File: src/rtl/matcher_mem_pkg.sv
// Shared constants and types for the matcher DPRAM arbiter slice.
package matcher_mem_pkg;

    localparam int unsigned DEF_ADDR_WIDTH = 10;
    localparam int unsigned DEF_DATA_WIDTH = 32;
    localparam int unsigned DEF_WE_WIDTH   = 4;

    localparam logic [DEF_ADDR_WIDTH-1:0] ADDR_RESET  = 10'h001;
    localparam logic [DEF_ADDR_WIDTH-1:0] ADDR_MATCH  = 10'h002;
    localparam logic [DEF_ADDR_WIDTH-1:0] ADDR_PASS   = 10'h003;
    localparam logic [DEF_ADDR_WIDTH-1:0] ADDR_FILTER = 10'h004;

    typedef enum logic {
        ST_ARB    = 1'b0,
        ST_LOCKED = 1'b1
    } arb_state_e;

    // Index width that stays legal for a single requester.
    function automatic int unsigned idx_width(int unsigned n);
        return (n > 1) ? $clog2(n) : 1;
    endfunction

endpackage

File: src/rtl/matcher_mem_arbiter_if.sv
// Requester-side and DPRAM-side bundle of the matcher memory arbiter.
interface matcher_mem_arbiter_if
    import matcher_mem_pkg::*;
#(
    parameter int unsigned NUM_REQ    = 2,
    parameter int unsigned ADDR_WIDTH = DEF_ADDR_WIDTH,
    parameter int unsigned DATA_WIDTH = DEF_DATA_WIDTH,
    parameter int unsigned WE_WIDTH   = DATA_WIDTH / 8
) ();

    logic [NUM_REQ-1:0]            i_req;
    logic [NUM_REQ-1:0]            i_lock;
    logic [NUM_REQ*WE_WIDTH-1:0]   i_we;
    logic [NUM_REQ*ADDR_WIDTH-1:0] i_addr;
    logic [NUM_REQ*DATA_WIDTH-1:0] i_wdata;
    logic [NUM_REQ-1:0]            o_gnt;
    logic [NUM_REQ-1:0]            o_rvalid;
    logic [DATA_WIDTH-1:0]         o_rdata;
    logic                          o_mem_ce;
    logic [WE_WIDTH-1:0]           o_mem_we;
    logic [ADDR_WIDTH-1:0]         o_mem_addr;
    logic [DATA_WIDTH-1:0]         o_mem_in;
    logic [DATA_WIDTH-1:0]         i_mem_out;

    // Arbiter side.
    modport slave (
        input  i_req, i_lock, i_we, i_addr, i_wdata, i_mem_out,
        output o_gnt, o_rvalid, o_rdata, o_mem_ce, o_mem_we, o_mem_addr, o_mem_in
    );

    // Requesters plus DPRAM side.
    modport master (
        output i_req, i_lock, i_we, i_addr, i_wdata, i_mem_out,
        input  o_gnt, o_rvalid, o_rdata, o_mem_ce, o_mem_we, o_mem_addr, o_mem_in
    );

endinterface

File: src/rtl/matcher_mem_rr_pick.sv
// Combinational round-robin picker: lowest requesting index at or above ptr, else lowest overall.
module matcher_mem_rr_pick
    import matcher_mem_pkg::*;
#(
    parameter int unsigned NUM_REQ = 2,
    parameter int unsigned IDX_W   = idx_width(NUM_REQ)
) (
    input  logic [NUM_REQ-1:0] req_i,
    input  logic [IDX_W-1:0]   ptr_i,
    output logic [NUM_REQ-1:0] gnt_o,
    output logic [IDX_W-1:0]   idx_o
);

    logic [NUM_REQ-1:0] hi_mask;
    logic [NUM_REQ-1:0] pool;

    always_comb begin
        hi_mask = '0;
        for (int unsigned i = 0; i < NUM_REQ; i++) begin
            hi_mask[i] = (i >= 32'(ptr_i));
        end
        // Wrap to the bottom only when nothing at or above ptr is requesting.
        pool = (|(req_i & hi_mask)) ? (req_i & hi_mask) : req_i;
        gnt_o = '0;
        idx_o = '0;
        for (int i = int'(NUM_REQ) - 1; i >= 0; i--) begin
            if (pool[i]) begin
                gnt_o    = '0;
                gnt_o[i] = 1'b1;
                idx_o    = IDX_W'(i);
            end
        end
    end

endmodule

File: src/rtl/matcher_mem_arbiter.sv
// Round-robin arbiter sharing the matcher DPRAM port; define MATCHER_MEM_ARB_LOCK_EN to honour
// i_lock (multi-beat ownership), otherwise every beat is arbitrated independently.
module matcher_mem_arbiter
    import matcher_mem_pkg::*;
#(
    parameter int unsigned NUM_REQ    = 2,
    parameter int unsigned ADDR_WIDTH = DEF_ADDR_WIDTH,
    parameter int unsigned DATA_WIDTH = DEF_DATA_WIDTH,
    parameter int unsigned WE_WIDTH   = DATA_WIDTH / 8
) (
    input  logic                  i_fclk,
    input  logic                  i_reset_n,
    matcher_mem_arbiter_if.slave  bus
);

    localparam int unsigned IDX_W = idx_width(NUM_REQ);

    arb_state_e                state_q, state_d;
    logic [IDX_W-1:0]          ptr_q, ptr_d;
    logic [NUM_REQ-1:0]        pick_gnt;
    logic [IDX_W-1:0]          pick_idx;
    logic [NUM_REQ-1:0]        gnt;
    logic [IDX_W-1:0]          acc_idx;
    logic                      acc;
    logic                      locked;
    logic [WE_WIDTH-1:0]       sel_we;

    logic                      mem_ce_q, mem_ce_d;
    logic [WE_WIDTH-1:0]       mem_we_q, mem_we_d;
    logic [ADDR_WIDTH-1:0]     mem_addr_q, mem_addr_d;
    logic [DATA_WIDTH-1:0]     mem_in_q, mem_in_d;
    logic [NUM_REQ-1:0]        rd_tag_q, rd_tag_d;
    logic [NUM_REQ-1:0]        rvalid_q, rvalid_d;

    matcher_mem_rr_pick #(
        .NUM_REQ (NUM_REQ),
        .IDX_W   (IDX_W)
    ) u_pick (
        .req_i (bus.i_req),
        .ptr_i (ptr_q),
        .gnt_o (pick_gnt),
        .idx_o (pick_idx)
    );

`ifdef MATCHER_MEM_ARB_LOCK_EN
    logic [IDX_W-1:0] owner_q, owner_d;

    // An owner that drops its request falls straight back to arbitration in the same cycle.
    assign locked = (state_q == ST_LOCKED) && bus.i_req[owner_q];
`else
    logic unused_lock;

    assign unused_lock = ^bus.i_lock;
    assign locked      = 1'b0;
`endif

    always_comb begin
        gnt     = pick_gnt;
        acc_idx = pick_idx;
`ifdef MATCHER_MEM_ARB_LOCK_EN
        if (locked) begin
            gnt          = '0;
            gnt[owner_q] = 1'b1;
            acc_idx      = owner_q;
        end
`endif
        if (!i_reset_n) begin
            gnt = '0;
        end
        acc    = |gnt;
        sel_we = bus.i_we[32'(acc_idx) * WE_WIDTH +: WE_WIDTH];
    end

    always_comb begin
        state_d = state_q;
        ptr_d   = ptr_q;
        if (acc) begin
            ptr_d = (acc_idx == IDX_W'(NUM_REQ - 1)) ? '0 : acc_idx + 1'b1;
        end
`ifdef MATCHER_MEM_ARB_LOCK_EN
        owner_d = owner_q;
        if (locked) begin
            if (!bus.i_lock[owner_q]) begin
                state_d = ST_ARB;
            end
        end else begin
            state_d = ST_ARB;
            if (acc && bus.i_lock[acc_idx]) begin
                state_d = ST_LOCKED;
                owner_d = acc_idx;
            end
        end
`endif
    end

    always_comb begin
        mem_ce_d   = acc;
        mem_we_d   = '0;
        mem_addr_d = mem_addr_q;
        mem_in_d   = mem_in_q;
        if (acc) begin
            mem_we_d   = sel_we;
            mem_addr_d = bus.i_addr[32'(acc_idx) * ADDR_WIDTH +: ADDR_WIDTH];
            mem_in_d   = bus.i_wdata[32'(acc_idx) * DATA_WIDTH +: DATA_WIDTH];
        end
        rd_tag_d = (acc && (sel_we == '0)) ? gnt : '0;
        rvalid_d = rd_tag_q;
    end

    always_ff @(posedge i_fclk) begin
        if (!i_reset_n) begin
            state_q    <= ST_ARB;
            ptr_q      <= '0;
            mem_ce_q   <= 1'b0;
            mem_we_q   <= '0;
            mem_addr_q <= '0;
            mem_in_q   <= '0;
            rd_tag_q   <= '0;
            rvalid_q   <= '0;
        end else begin
            state_q    <= state_d;
            ptr_q      <= ptr_d;
            mem_ce_q   <= mem_ce_d;
            mem_we_q   <= mem_we_d;
            mem_addr_q <= mem_addr_d;
            mem_in_q   <= mem_in_d;
            rd_tag_q   <= rd_tag_d;
            rvalid_q   <= rvalid_d;
        end
    end

`ifdef MATCHER_MEM_ARB_LOCK_EN
    always_ff @(posedge i_fclk) begin
        if (!i_reset_n) begin
            owner_q <= '0;
        end else begin
            owner_q <= owner_d;
        end
    end
`endif

    assign bus.o_gnt      = gnt;
    assign bus.o_rvalid   = rvalid_q;
    assign bus.o_rdata    = bus.i_mem_out;
    assign bus.o_mem_ce   = mem_ce_q;
    assign bus.o_mem_we   = mem_we_q;
    assign bus.o_mem_addr = mem_addr_q;
    assign bus.o_mem_in   = mem_in_q;

endmodule

File: src/flat_wrapper.sv
// flat-port wrapper written by rule: the top's interface ports become plain ports
module matcher_mem_arbiter_flat import matcher_mem_pkg::*;
#(
    parameter int unsigned NUM_REQ    = 2,
    parameter int unsigned ADDR_WIDTH = DEF_ADDR_WIDTH,
    parameter int unsigned DATA_WIDTH = DEF_DATA_WIDTH,
    parameter int unsigned WE_WIDTH   = DATA_WIDTH / 8
)
  (i_fclk, i_reset_n, bus_i_req, bus_i_lock, bus_i_we, bus_i_addr, bus_i_wdata, bus_i_mem_out, bus_o_gnt, bus_o_rvalid, bus_o_rdata, bus_o_mem_ce, bus_o_mem_we, bus_o_mem_addr, bus_o_mem_in);
  matcher_mem_arbiter_if #(.NUM_REQ(NUM_REQ), .ADDR_WIDTH(ADDR_WIDTH), .DATA_WIDTH(DATA_WIDTH), .WE_WIDTH(WE_WIDTH)) bus_i ();
  input  logic i_fclk;
  input  logic i_reset_n;
  input wire logic [$bits(bus_i.i_req)-1:0] bus_i_req;
  input wire logic [$bits(bus_i.i_lock)-1:0] bus_i_lock;
  input wire logic [$bits(bus_i.i_we)-1:0] bus_i_we;
  input wire logic [$bits(bus_i.i_addr)-1:0] bus_i_addr;
  input wire logic [$bits(bus_i.i_wdata)-1:0] bus_i_wdata;
  input wire logic [$bits(bus_i.i_mem_out)-1:0] bus_i_mem_out;
  output wire logic [$bits(bus_i.o_gnt)-1:0] bus_o_gnt;
  output wire logic [$bits(bus_i.o_rvalid)-1:0] bus_o_rvalid;
  output wire logic [$bits(bus_i.o_rdata)-1:0] bus_o_rdata;
  output wire logic [$bits(bus_i.o_mem_ce)-1:0] bus_o_mem_ce;
  output wire logic [$bits(bus_i.o_mem_we)-1:0] bus_o_mem_we;
  output wire logic [$bits(bus_i.o_mem_addr)-1:0] bus_o_mem_addr;
  output wire logic [$bits(bus_i.o_mem_in)-1:0] bus_o_mem_in;
  assign bus_i.i_req = bus_i_req;
  assign bus_i.i_lock = bus_i_lock;
  assign bus_i.i_we = bus_i_we;
  assign bus_i.i_addr = bus_i_addr;
  assign bus_i.i_wdata = bus_i_wdata;
  assign bus_i.i_mem_out = bus_i_mem_out;
  assign bus_o_gnt = bus_i.o_gnt;
  assign bus_o_rvalid = bus_i.o_rvalid;
  assign bus_o_rdata = bus_i.o_rdata;
  assign bus_o_mem_ce = bus_i.o_mem_ce;
  assign bus_o_mem_we = bus_i.o_mem_we;
  assign bus_o_mem_addr = bus_i.o_mem_addr;
  assign bus_o_mem_in = bus_i.o_mem_in;
  matcher_mem_arbiter #(.NUM_REQ(NUM_REQ), .ADDR_WIDTH(ADDR_WIDTH), .DATA_WIDTH(DATA_WIDTH), .WE_WIDTH(WE_WIDTH)) u_core (.i_fclk(i_fclk), .i_reset_n(i_reset_n), .bus(bus_i));
endmodule
File: config.mk
export PLATFORM = sky130hd
export DESIGN_NAME = matcher_mem_arbiter_flat
export DESIGN_NICKNAME = d
export VERILOG_FILES = /design/src/rtl/matcher_mem_pkg.sv /design/src/rtl/matcher_mem_arbiter_if.sv /design/src/rtl/matcher_mem_rr_pick.sv /design/src/rtl/matcher_mem_arbiter.sv /design/src/flat_wrapper.sv
export SDC_FILE = /design/constraint.sdc
export NUM_CORES = 1
export LEC_CHECK = 0
export BUFFER_PORTS_ARGS = -buffer_cell sky130_fd_sc_hd__buf_2
export CORE_AREA = 2 2 82 84
export CTS_BUF_LIST = sky130_fd_sc_hd__clkbuf_4
export CTS_CLUSTER_SIZE = 28
export DETAILED_ROUTE_END_ITERATION = 7
export DIE_AREA = 0 0 84 86
export PLACE_DENSITY = 0.89
export REMOVE_ABC_BUFFERS = 1
export SYNTH_ARGS = -nofsm -noshare
export SYNTH_HDL_FRONTEND = slang
export SYNTH_SLANG_ARGS = --single-unit
File: constraint.sdc
create_clock -name i_fclk -period 3.1 [get_ports i_fclk]
set_clock_uncertainty 0.1 [all_clocks]
set_input_delay 0.31 -clock i_fclk [delete_from_list [all_inputs] [get_ports i_fclk]]
set_output_delay 0.31 -clock i_fclk [all_outputs]
set_load 0.01 [all_outputs]
==> key figures, run 1 <==
Critical path
  • Reg-to-reg slack, setup: about 1200 ps
  • Arr. time, crit path: 1760 ps
  • Critical Path Source Type: flop
  • R2r worst-path depth: 4
  • Critical Path RT: 2690 ps
  • Crit path max fanout: 31
  • Critical register-to-register path endpoint: u_core.bus.o_mem_in[21]
  • CP endpoint kind: output pin
  • Launching point of the worst reg2reg path: u_core.ptr_q
  • WS Path Type: reg -> out

Timing
  • Worst slew margin: 44.2%
  • PnR worst setup slack: 933 ps
  • Fin crit period: between 2000 and 2500 ps
  • Setup violators final: 0
  • Setup total negative slack: 0 ps
  • Final worst-path cycle share: 69.9%
  • WHS: 88.5 ps
  • Final Hold Fails: 0
  • Final slew viol count: 0
  • Slew @ Worst Pin: 837 ps
  • Fmax: 461 MHz
  • RSZ-0062 raised after global routing: false

Hold path
  • Min-delay worst type: in -> reg
  • WHS Path Cells: 3
  • Hold Startpoint: bus_i_wdata[1]
  • Worst hold endpoint: u_core.bus.o_mem_in[1]

Power and ir drop
  • Leak pwr: ~1.4 nW
  • Pwr Total: 1.37 mW
  • Power Density: 444 nW/um^2
  • IR drop worst, VDD: 0.212 mV

Finish
  • Total Nets Final: 539
  • Share of layout cells above drive strength 1: 40.2%
  • Fillers: 620
  • Antenna fix cells: 0
  • P&R area growth vs syn: 22.3%
  • Fin cells: 487

Clocking
  • CTS buffer count: 5
  • H-Tree Depth: 2
  • CTS resizes: 0
  • CTS root buffer: clkbuf_4
  • CTS tree: done
  • Clk sink count: 52
  • Clk pin slew, worst setup/hold paths: 150 ps
  • Clock latency on the worst-skew pair: 350 ps
  • Post-CTS setup buffers: 0
  • Max Root-Sink Buffers: 2

Global routing
  • Vias in the first global route: 2651
  • Met3 layer usage reported by global route: 12.3%
  • GR peak layer: met2
  • Largest net degree at the start of global routing: 49
  • Met2 Use GR: about two fifths
  • GRT Resource Usage Total: 24.5%
  • GR Util met1: 28.3%
  • Grt ovf: 0
  • First-pass GRT wire length: 13900 um
  • Antenna violations before repair: 0

Logic synthesis
  • Post-synth ARST share: 0%
  • Yosys top cell area share: 41.3%
  • Most frequent cell after synthesis: dfxtp_1
  • #FFs+latches synth: 52
  • Synth cell types: 20
  • Synth area leaders: dfxtp_1, a31oi_1, buf_4
  • Sequential fraction of the synthesis area: about two fifths
  • Syn Inst Count: 316
  • Synth area leader: dfxtp_1
  • EDFF count, synth: 0
  • Most used DFF post-synth: dfxtp_1
  • Mean Syn Cell Area: 7.97 um^2
  • Synthesized area: 2520 um^2
  • Top cells by count, synth: dfxtp_1, a21oi_1, o21ai_0
  • Yosys warns: 0

Routing
  • DR DRC count: 0
  • Avg WL per Cell: ~19 um
  • Antenna Nets Post-Route: 0
  • Iter 0 DRT Violations: 185
  • DR vias: 2812
  • WL final: 9220 um
  • Vias per inst: 5.77
  • DR pass1 iterations: 5

Floorplanning
  • Ports: between 200 and 250
  • Rows: 29
  • Die Area: 7220 um^2
  • Die height: 86 um
  • Starting Density: 40.1%
  • Core ar.: 6280 um^2
  • DIE WIDTH: approximately 84 um

Place
  • Buffers on Ports: approximately 150
  • Hpwl dp: around 6700 um
  • Placer Congestion: between 0.8 and 0.9
  • Cells after DPL: about 480
  • Dpl ws: 1170 ps

Run
  • MaxCap Viol Count: 0

Outcome
  • Status: complete, no violations
sequential cells by signal, summed over array words and instances, names as in the netlist:
register,flops
u_core.rd_tag_q,2
u_core.bus.o_mem_we,4
u_core.ptr_q,1
u_core.bus.o_mem_addr,10
u_core.bus.o_mem_in,32
u_core.bus.o_mem_ce,1
u_core.bus.o_rvalid,2
where the power goes:
| group | switching (mW) | leakage (nW) | total [mW] | internal, mW |
|---|---|---|---|---|
| sequential | 0.0230 | 0.430 | 0.741 | 0.718 |
| clock | 0.200 | 0.0338 | 0.305 | 0.105 |
| combinational | 0.189 | 0.968 | 0.322 | 0.133 |
| total | 0.412 | 1.43 | 1.37 | 0.956 |
logic make-up after synthesis:
kind of cell           count (synthesis)  share of synthesized area, %
AOI/OAI and AO/OA                    181                          39.2
and+or+nand+nor                       12                          3.08
DFF                                   52                          41.3
buffers and inverters                 71                          16.4
critical path, cell delays in order, from the launching register on:
cell and delay, ps:
dfxtp_1 450, nand2b_2 580, and3_1 240, buf_2 130
cells in the final DEF (no fill, tap or decap):
cell type,count
nand2b_2,1
clkbuf_4,7
dlygate4sd3_1,2
inv_2,2
or4b_1,2
nor2b_4,1
o21ai_0,45
and2_1,3
o21ai_4,1
o211a_1,1
inv_1,2
and3_1,1
buf_4,5
o21ai_1,44
a2111oi_2,2
nand3_1,4
clkinv_1,1
dfxtp_1,52
a31oi_1,42
buf_2,146
a21oi_1,46
area by class of cell:
type	instances	area, um^2	share of cell area, %
Sequential cell	52	1040	33.8
Multi-Input combinational cell	193	1080	35.1
Tap cell	77	96.3	3.13
Clock buffer	7	52.6	1.71
Timing Repair Buffer	153	788	25.6
Clock inverter	1	3.75	0.122
Inverter	4	15.0	0.488
stage by stage:
step	cell area, um^2	util (%)
floorplan	2120	-
global placement	3000	47.8
CTS	3060	48.7
finish	3080	49.1
global route	3080	49.1
detailed placement	3000	47.8
worst max-delay path by stage:
stage | startpoint | end
2_1_floorplan | u_core.ptr_q | u_core.bus.o_mem_we[0]
3_5_place_dp | bus_i_req[1] | bus_o_gnt[0]
4_1_cts | u_core.ptr_q | bus_o_gnt[1]
6_report | u_core.ptr_q | bus_o_gnt[1]
5_1_grt | u_core.ptr_q | bus_o_gnt[1]
3_3_place_gp | bus_i_req[1] | bus_o_gnt[0]
repair_timing:
item                                    CTS  global route
endpoints found under the setup margin    0             0
hold endpoints to repair                  0             2
hold buffers                              0             2
per-layer routing:
| layer | share of wire, % | wire (um) |
|---|---|---|
| met1 | 39 | 3560 |
| met2 | 47 | 4330 |
| met3 | 12 | 1080 |
| met4 | 2.1 | 190 |
| met5 | 0.65 | 60 |
Note: power is estimated with default switching activity, not from simulation.
==> inputs of run 2 (changes only) <==
--- a/config.mk
+++ b/config.mk
@@ -5,13 +5,14 @@
 export SDC_FILE = /design/constraint.sdc
 export NUM_CORES = 1
 export LEC_CHECK = 0
+export ABC_AREA = 1
 export BUFFER_PORTS_ARGS = -buffer_cell sky130_fd_sc_hd__buf_2
-export CORE_AREA = 2 2 82 84
+export CORE_MARGIN = 2
+export CORE_UTILIZATION = 37
 export CTS_BUF_LIST = sky130_fd_sc_hd__clkbuf_4
 export CTS_CLUSTER_SIZE = 28
 export DETAILED_ROUTE_END_ITERATION = 7
-export DIE_AREA = 0 0 84 86
-export PLACE_DENSITY = 0.89
+export PLACE_DENSITY = 0.85
 export REMOVE_ABC_BUFFERS = 1
 export SYNTH_ARGS = -nofsm -noshare
 export SYNTH_HDL_FRONTEND = slang
==> constraint.sdc (replaced) <==
create_clock -name i_fclk -period 1.96 [get_ports i_fclk]
set_clock_uncertainty 0.1 [all_clocks]
set_input_delay 0.196 -clock i_fclk [delete_from_list [all_inputs] [get_ports i_fclk]]
set_output_delay 0.196 -clock i_fclk [all_outputs]
set_load 0.01 [all_outputs]
==> run 2 against run 1 <==
Via count is 1.1% lower. Clock-buffer cell count fell by 2. Synthesized area grew 5.7%. Die area is 9.2% higher. Setup slack worse by 580 ps. Cell area grew 5.5%. Sequential power grew 61%. Clock power increased by 50%. Critical path depth grew 4. Worst hold slack got worse by 45 ps. Register-to-register slack lost 890 ps. Combinational power rose by 80%. Critical path type is now reg -> reg. Critical endpoint is now u_core.bus.o_mem_in[31]. Highest routed layer unchanged.
==> key figures, run 2 <==
Finish
  • Share of layout cells above drive strength 1: 32.9% (-7.3 points)
  • Fillers: 710 (+15%)
  • Most frequent cells in the layout: buf_2, nand2_1, nor2_1, dfxtp_1, o21ai_0
  • Layout Utilization: 47.3% (-1.7 points)
  • Commonest non-fill, non-tap cell in the layout: buf_2
  • Antenna fix cells: 0 (unchanged)
  • Total Nets Final: 645 (+20%)
  • Max reg flops: 32 (unchanged)
  • P&R area growth vs syn: 22.0%

Place
  • Dpl ws: 365 ps (-809 ps)
  • Buffers on Ports: 146 (unchanged)
  • Hpwl dp: 6310 um (-5.9%)
  • Placer Congestion: 0.814 (+1.4%)

Critical path
  • Critical Path RT: 2160 ps (-530 ps)
  • Critical Path Source Type: flop
  • WS Path Type: reg -> reg
  • Buf+Inv Stages, Crit Path: 2 (+1)
  • Cell family with most CP delay: buffers and inverters
  • CP Cell Sequence: inv_2 > nand2_4 > nand3_4 > nand2_2 > inv_2 > nor2_1 > nor2_1
  • CP endpoint kind: flop
  • Arr. time, crit path: 1810 ps (+50 ps)
  • Max incr delay on CP: 540 ps (-40 ps)
  • Crit path max fanout: 42 (+35%)
  • Crit-path slowest cell: inv_2

Logic synthesis
  • EDFF count, synth: 0 (unchanged)
  • Post-synth ARST share: 0% (unchanged)
  • Xor and xnor area share after synthesis: 0% (unchanged)
  • #FFs+latches synth: 52 (unchanged)
  • Synthesized area: 2660 um^2 (+5.7%)
  • Mean Syn Cell Area: 6.51 um^2 (-18%)
  • Synth area leader: dfxtp_1
  • Syn Inst Count: 409 (+29%)
  • Most frequent cell after synthesis: nand2_1
  • Most used DFF post-synth: dfxtp_1
  • Mux share of post-synthesis cell area: 0% (unchanged)
  • Synth cell types: 19 (-5.0%)
  • Yosys warns: 0 (unchanged)
  • Yosys top cell area share: 39.1% (-2.2 points)
  • Synth Area in Compound Gates: 8.08% (-31 points)
  • Sequential fraction of the synthesis area: 39.1% (-2.2 points)
  • Main combinational cell family by area after synthesis: simple AND/OR/NAND/NOR gates
  • Synth Area in Adders: 0% (unchanged)
  • Top cells by count, synth: nand2_1, nor2_1, dfxtp_1
  • Simple-gate area share of the yosys netlist: 36.2% (+33 points)
  • Synth area leaders: dfxtp_1, nand2_1, nor2_1

Floorplanning
  • Ports: 213 (unchanged)
  • Core ar.: 6870 um^2 (+9.4%)
  • Die Area: 7890 um^2 (+9.2%)
  • Rows: 30 (+3.4%)
  • DIE WIDTH: 88.8 um (+5.7%)
  • Starting Density: 38.8% (-1.4 points)
  • Die height: 88.8 um (+3.3%)

Routing
  • DR DRC count: 0 (unchanged)
  • Antenna Nets Post-Route: 0 (unchanged)
  • DR pass1 iterations: 5 (unchanged)
  • DR vias: 2781 (-1.1%)
  • Vias per inst: 4.54 (-21%)
  • Avg WL per Cell: 13.1 um (-31%)
  • Iter 0 DRT Violations: 89 (-52%)
  • WL final: 8040 um (-13%)

Clocking
  • CTS Hold Bufs: 0 (unchanged)
  • Clock latency on the worst-skew pair: 350 ps (about the same)
  • CTS buffer count: 5 (unchanged)
  • Post-CTS setup buffers: 0 (unchanged)
  • CTS root buffer: clkbuf_4
  • CTS tree: done
  • Clk sink count: 52 (unchanged)
  • CTS resizes: 0 (unchanged)
  • H-Tree Depth: 2 (unchanged)
  • Clk pin slew, worst setup/hold paths: 150 ps (about the same)
  • Max Root-Sink Buffers: 2 (unchanged)

Power and ir drop
  • Switching share of total power: 31.6% (+1.5 points)
  • Reg power frac: 53.5% (-0.6 points)
  • Int Power: 1.52 mW (+59%)
  • Power Density: 686 nW/um^2 (+54%)
  • Switching power: 0.704 mW (+71%)
  • Pwr Total: 2.23 mW (+63%)
  • Clk pwr share: 20.5% (-1.8 points)
  • Leak pwr: 1.95 nW (+36%)
  • Part of the power in combinational logic: 26.0% (+2.4 points)
  • IR drop worst, VDD: 0.257 mV (+21%)

Timing
  • Fin crit period: 1610 ps
  • Final slew viol count: 0 (unchanged)
  • Final worst-path cycle share: 82.1%
  • Setup violators final: 0 (unchanged)
  • WHS: 43.6 ps (-44.8 ps)
  • Final Hold Fails: 0 (unchanged)
  • PnR worst setup slack: 352 ps (-581 ps)
  • Fmax: 622 MHz
  • Setup total negative slack: 0 ps (unchanged)
  • Slew @ Worst Pin: 735 ps (-101 ps)
  • Worst slew margin: 50.9% (+6.7 points)
  • RSZ-0062 raised after global routing: false

Hold path
  • Min-delay worst type: in -> reg

Run
  • MaxCap Viol Count: 0 (unchanged)

Global routing
  • GRT Resource Usage Total: 19.6% (-4.9 points)
  • Grt ovf: 0 (unchanged)
  • Vias in the first global route: 2452 (-7.5%)
  • Antenna violations before repair: 0 (unchanged)
  • First-pass GRT wire length: 11700 um (-16%)
  • Largest net degree at the start of global routing: 43 (-12%)

Outcome
  • Status: complete, no violations
-- run 2: cell types whose count changed after synthesis, sizes merged, moves of 13 or more --
cell | previous run | this run
nand2 | 0 | 144
o21ai | 90 | 42
clkbuf | 17 | 4
a21oi | 46 | 1
nor2 | 0 | 84
a31oi | 42 | 0
inv | 4 | 18
-- run 2: final timing paths --
kind	from	end	slack, ps	cells past startpoint
max reg2reg	u_core.ptr_q	u_core.bus.o_mem_in[31]	350	7
max	u_core.ptr_q	u_core.bus.o_mem_in[31]	350	7
min reg2reg	u_core.rd_tag_q[0]	u_core.bus.o_rvalid[0]	330	2
min	bus_i_addr[15]	u_core.bus.o_mem_addr[5]	40	5
-- run 2: tightest hold or removal path, cell delays in order --
cell     delay [ps]
buf_2            80
nand2_1          50
nand2_1          50
nor2_1           40
nor2_1           80
-- run 2: cell type report --
class	instances	area [um^2]	share of cell area [%]
timing repair buffer	154	791	24.3
clock inverter	3	13.8	0.424
multi-input combinational	284	1180	36.3
tap	96	120	3.70
sequential	52	1040	32.0
clock buffer	5	37.5	1.16
inverter	18	67.6	2.08
-- run 2: kinds of logic after synthesis --
logic type	Yosys count
flip-flops	52
AO/OA/AOI/OAI	43
buffers and inverters	73
AND/OR/NAND/NOR	241
-- run 2: power by group through the flow --
stage               Clock, mW  Sequential [mW]  Combinational (mW)
detailed placement          0             1.21               0.581
global placement            0             1.21               0.563
floorplan                   0             1.26               0.254
finish                  0.457             1.19               0.578
CTS                     0.485             1.19               0.583
global route            0.521             1.20               0.655
-- run 2: metrics by stage --
step	cell area, um^2	cells
floorplan	2290	354
global placement	3200	604
detailed placement	3200	604
CTS	3250	612
global route	3250	612
finish	3250	612
-- run 2: per-layer routing --
metal / vias to the layer above / GRT usage (%) / wire, um / part of all wire [%]
met5: - / 5.19 / 54 / 0.67
met4: 2 / 5.23 / 67 / 0.83
met3: 10 / 13.2 / 1180 / 15
met2: 148 / 28.0 / 3240 / 40
met1: 1197 / 23.7 / 3490 / 43
li1: 1424 / - / - / -
==> inputs of run 3 (changes only) <==
--- a/config.mk
+++ b/config.mk
@@ -5,10 +5,10 @@
 export SDC_FILE = /design/constraint.sdc
 export NUM_CORES = 1
 export LEC_CHECK = 0
-export ABC_AREA = 1
+export ABC_AREA = 0
 export BUFFER_PORTS_ARGS = -buffer_cell sky130_fd_sc_hd__buf_2
 export CORE_MARGIN = 2
-export CORE_UTILIZATION = 37
+export CORE_UTILIZATION = 36
 export CTS_BUF_LIST = sky130_fd_sc_hd__clkbuf_4
 export CTS_CLUSTER_SIZE = 28
 export DETAILED_ROUTE_END_ITERATION = 7
==> constraint.sdc (replaced) <==
create_clock -name i_fclk -period 1.35 [get_ports i_fclk]
set_clock_uncertainty 0.1 [all_clocks]
set_input_delay 0.135 -clock i_fclk [delete_from_list [all_inputs] [get_ports i_fclk]]
set_output_delay 0.135 -clock i_fclk [all_outputs]
set_load 0.01 [all_outputs]
==> run 3 against run 2 <==
Via count grew 23%. Highest routed layer unchanged. Combinational power grew 99%. Flip-flop and latch count is the same. The run now ends with setup timing left. Critical endpoint is now bus_o_gnt[1]. First-iteration DRC count grew to 3.9 times the previous value. Routed wire length grew 55%. Die area shrank 2.7%. Global-route usage grew 11 points.
==> key figures, run 3 (same netlist as run 1, synthesis figures left out) <==
Critical path
  • CP endpoint kind: output pin
  • Max incr delay on CP: 360 ps (-180 ps)
  • Worst setup path end: bus_o_gnt[1]
  • WS Path Type: reg -> out
  • Reg-to-reg slack, setup: 30 ps (-320 ps)
  • R2r worst-path depth: 5 (-2)
  • CP Cell Sequence: nand2b_4 > buf_12 > and3_4 > buf_6
  • Arr. time, crit path: 1280 ps (-530 ps)
  • Worst Setup SP: u_core.ptr_q
  • Critical Path Source Type: flop
  • Critical register-to-register path endpoint: u_core.bus.o_mem_in[22]
  • Critical Path RT: 1120 ps (-1040 ps)
  • Launching point of the worst reg2reg path: u_core.ptr_q
  • Crit path max fanout: 2 (-95%)
  • Crit-path slowest cell: dfxtp_2

Global routing
  • Grt ovf: 0 (unchanged)
  • GRT Resource Usage Total: 30.1% (+11 points)
  • Vias in the first global route: 3432 (+40%)
  • Antenna violations before repair: 2 (+2)
  • First-pass GRT wire length: 17700 um (+51%)
  • Largest net degree at the start of global routing: 44 (+2.3%)

Clocking
  • CTS root buffer: clkbuf_4
  • CTS tree: done
  • H-Tree Depth: 2 (unchanged)
  • Clock latency on the worst-skew pair: 360 ps (about the same)
  • Clk pin slew, worst setup/hold paths: 150 ps (about the same)
  • CTS buffer count: 5 (unchanged)
  • Clk sink count: 52 (unchanged)
  • Max Root-Sink Buffers: 2 (unchanged)

Finish
  • Share of layout cells above drive strength 1: 37.8% (+4.8 points)
  • Total Nets Final: 640 (-0.78%)
  • Fin cells: 609 (-0.49%)
  • Most frequent cells in the layout: buf_2, dlygate4sd3_1, dfxtp_1, o21ai_0
  • P&R area growth vs syn: 74.4%
  • Max reg flops: 32 (unchanged)
  • Fillers: 519 (-27%)
  • Post-Layout Inst Area: 4390 um^2 (+35%)
  • Commonest non-fill, non-tap cell in the layout: buf_2

Floorplanning
  • Starting Density: 37.1% (-1.7 points)
  • Rows: 30 (unchanged)
  • Die Area: 7680 um^2 (-2.7%)
  • DIE WIDTH: 87.6 um (-1.3%)
  • Core ar.: 6790 um^2 (-1.1%)
  • Die height: 87.6 um (-1.3%)
  • Ports: 213 (unchanged)

Timing
  • Slew @ Worst Pin: 653 ps (-81.8 ps)
  • Final Hold Fails: 0 (unchanged)
  • RSZ-0062 raised after global routing: true
  • Setup total negative slack: -446 ps (-446 ps)
  • Final slew viol count: 0 (unchanged)
  • Final worst-path cycle share: 112%
  • PnR worst setup slack: -166 ps (-518 ps)
  • Setup violators final: 3 (+3)
  • Fmax: 659 MHz
  • Fin crit period: 1520 ps
  • WHS: 26.6 ps (-17.1 ps)
  • Worst slew margin: 56.4% (+5.5 points)

Outcome
  • Status: finished, violations left
  • Violated checks: setup timing

Hold path
  • Min-delay worst type: in -> reg
  • Hold Startpoint: bus_i_wdata[51]

Routing
  • DR vias: 3415 (+23%)
  • Antenna Nets Post-Route: 0 (unchanged)
  • Avg WL per Cell: 20.4 um (+55%)
  • Vias per inst: 5.61 (+23%)
  • Iter 0 DRT Violations: 345 (+290%)
  • WL final: 12400 um (+55%)
  • DR pass1 iterations: 5 (unchanged)
  • DR DRC count: 0 (unchanged)

Place
  • Hpwl dp: 6640 um (+5.2%)
  • Dpl ws: -74.8 ps (-439 ps)
  • Placed cell area: 3140 um^2 (-1.7%)
  • Buffers on Ports: 146 (unchanged)
  • Cells after DPL: 505 (-16%)
  • Placer Congestion: 0.829 (+1.9%)

Power and ir drop
  • IR drop worst, VDD: 0.392 mV (+53%)
  • Leak pwr: 1.94 nW (-0.34%)
  • Power Density: 853 nW/um^2 (+24%)

Run
  • MaxCap Viol Count: 0 (unchanged)
## run 3: cell types whose count changed in the layout (fill, tap and decap cells not counted), moves of 5 or more
| cell | delta |
|---|---|
| a21oi_1 | +43 |
| a31oi_1 | +33 |
| a31oi_4 | +6 |
| buf_12 | +5 |
| dlygate4sd3_1 | +90 |
| inv_1 | -15 |
| nand2_1 | -139 |
| nor2_1 | -84 |
| o21ai_0 | +9 |
| o21ai_1 | +38 |
## run 3: how the worst min path moves through the flow
stage,to,cells past startpoint
3_5_place_dp,bus_o_rdata[11],0
4_1_cts,u_core.bus.o_mem_in[19],3
5_1_grt,u_core.bus.o_mem_in[19],3
6_report,u_core.bus.o_mem_in[19],3
3_3_place_gp,bus_o_rdata[11],0
2_1_floorplan,u_core.rd_tag_q[1],1
## run 3: final cells by class
type	count	area (um^2)	area share, %
flip-flops and latches	52	1040	23.7
inverters	4	17.5	0.399
well taps	96	120	2.74
multi-input cells	193	1230	28.0
clock inverters	3	42.5	0.969
repair buffers	254	1900	43.2
diodes	2	5.00	0.114
clock buffers	5	37.5	0.855
## run 3: what timing repair did
item	in CTS	in global routing
endpoints found under the setup margin	2	48
pin swaps	0	6
hold buffers	92	3
setup buffers	3	0
resized for setup	6	27
endpoints found under the hold margin	48	4
cloned	1	1
## run 3: critical path, delay by kind of cell, from the launching register on
| kind | cells | cell delay [ps] |
|---|---|---|
| buf+inv | 2 | 230 |
| flops | 1 | 360 |
| simple gates | 2 | 320 |
## run 3: power by group
group | total [mW] | switching [mW] | internal, mW | leakage, nW
registers | 1.70 | 0.0544 | 1.65 | 0.430
logic | 1.15 | 0.569 | 0.576 | 1.47
clock network | 0.896 | 0.509 | 0.387 | 0.0412
## run 3: routing by layer
metal / track usage (%) / part of all wire [%] / vias to the layer above
met5: 6.49 / 0.43 / -
met4: 14.7 / 5.1 / 2
met3: 15.5 / 13 / 58
met2: 51.9 / 49 / 292
met1: 29.3 / 33 / 1543
li1: - / - / 1520
## run 3: through the flow
stage / util [%] / power (mW)
global route: 64.6 / 3.93
floorplan: - / 2.07
global placement: 46.3 / 2.49
finish: 64.6 / 3.74
CTS: 62.1 / 3.65
detailed placement: 46.3 / 2.51
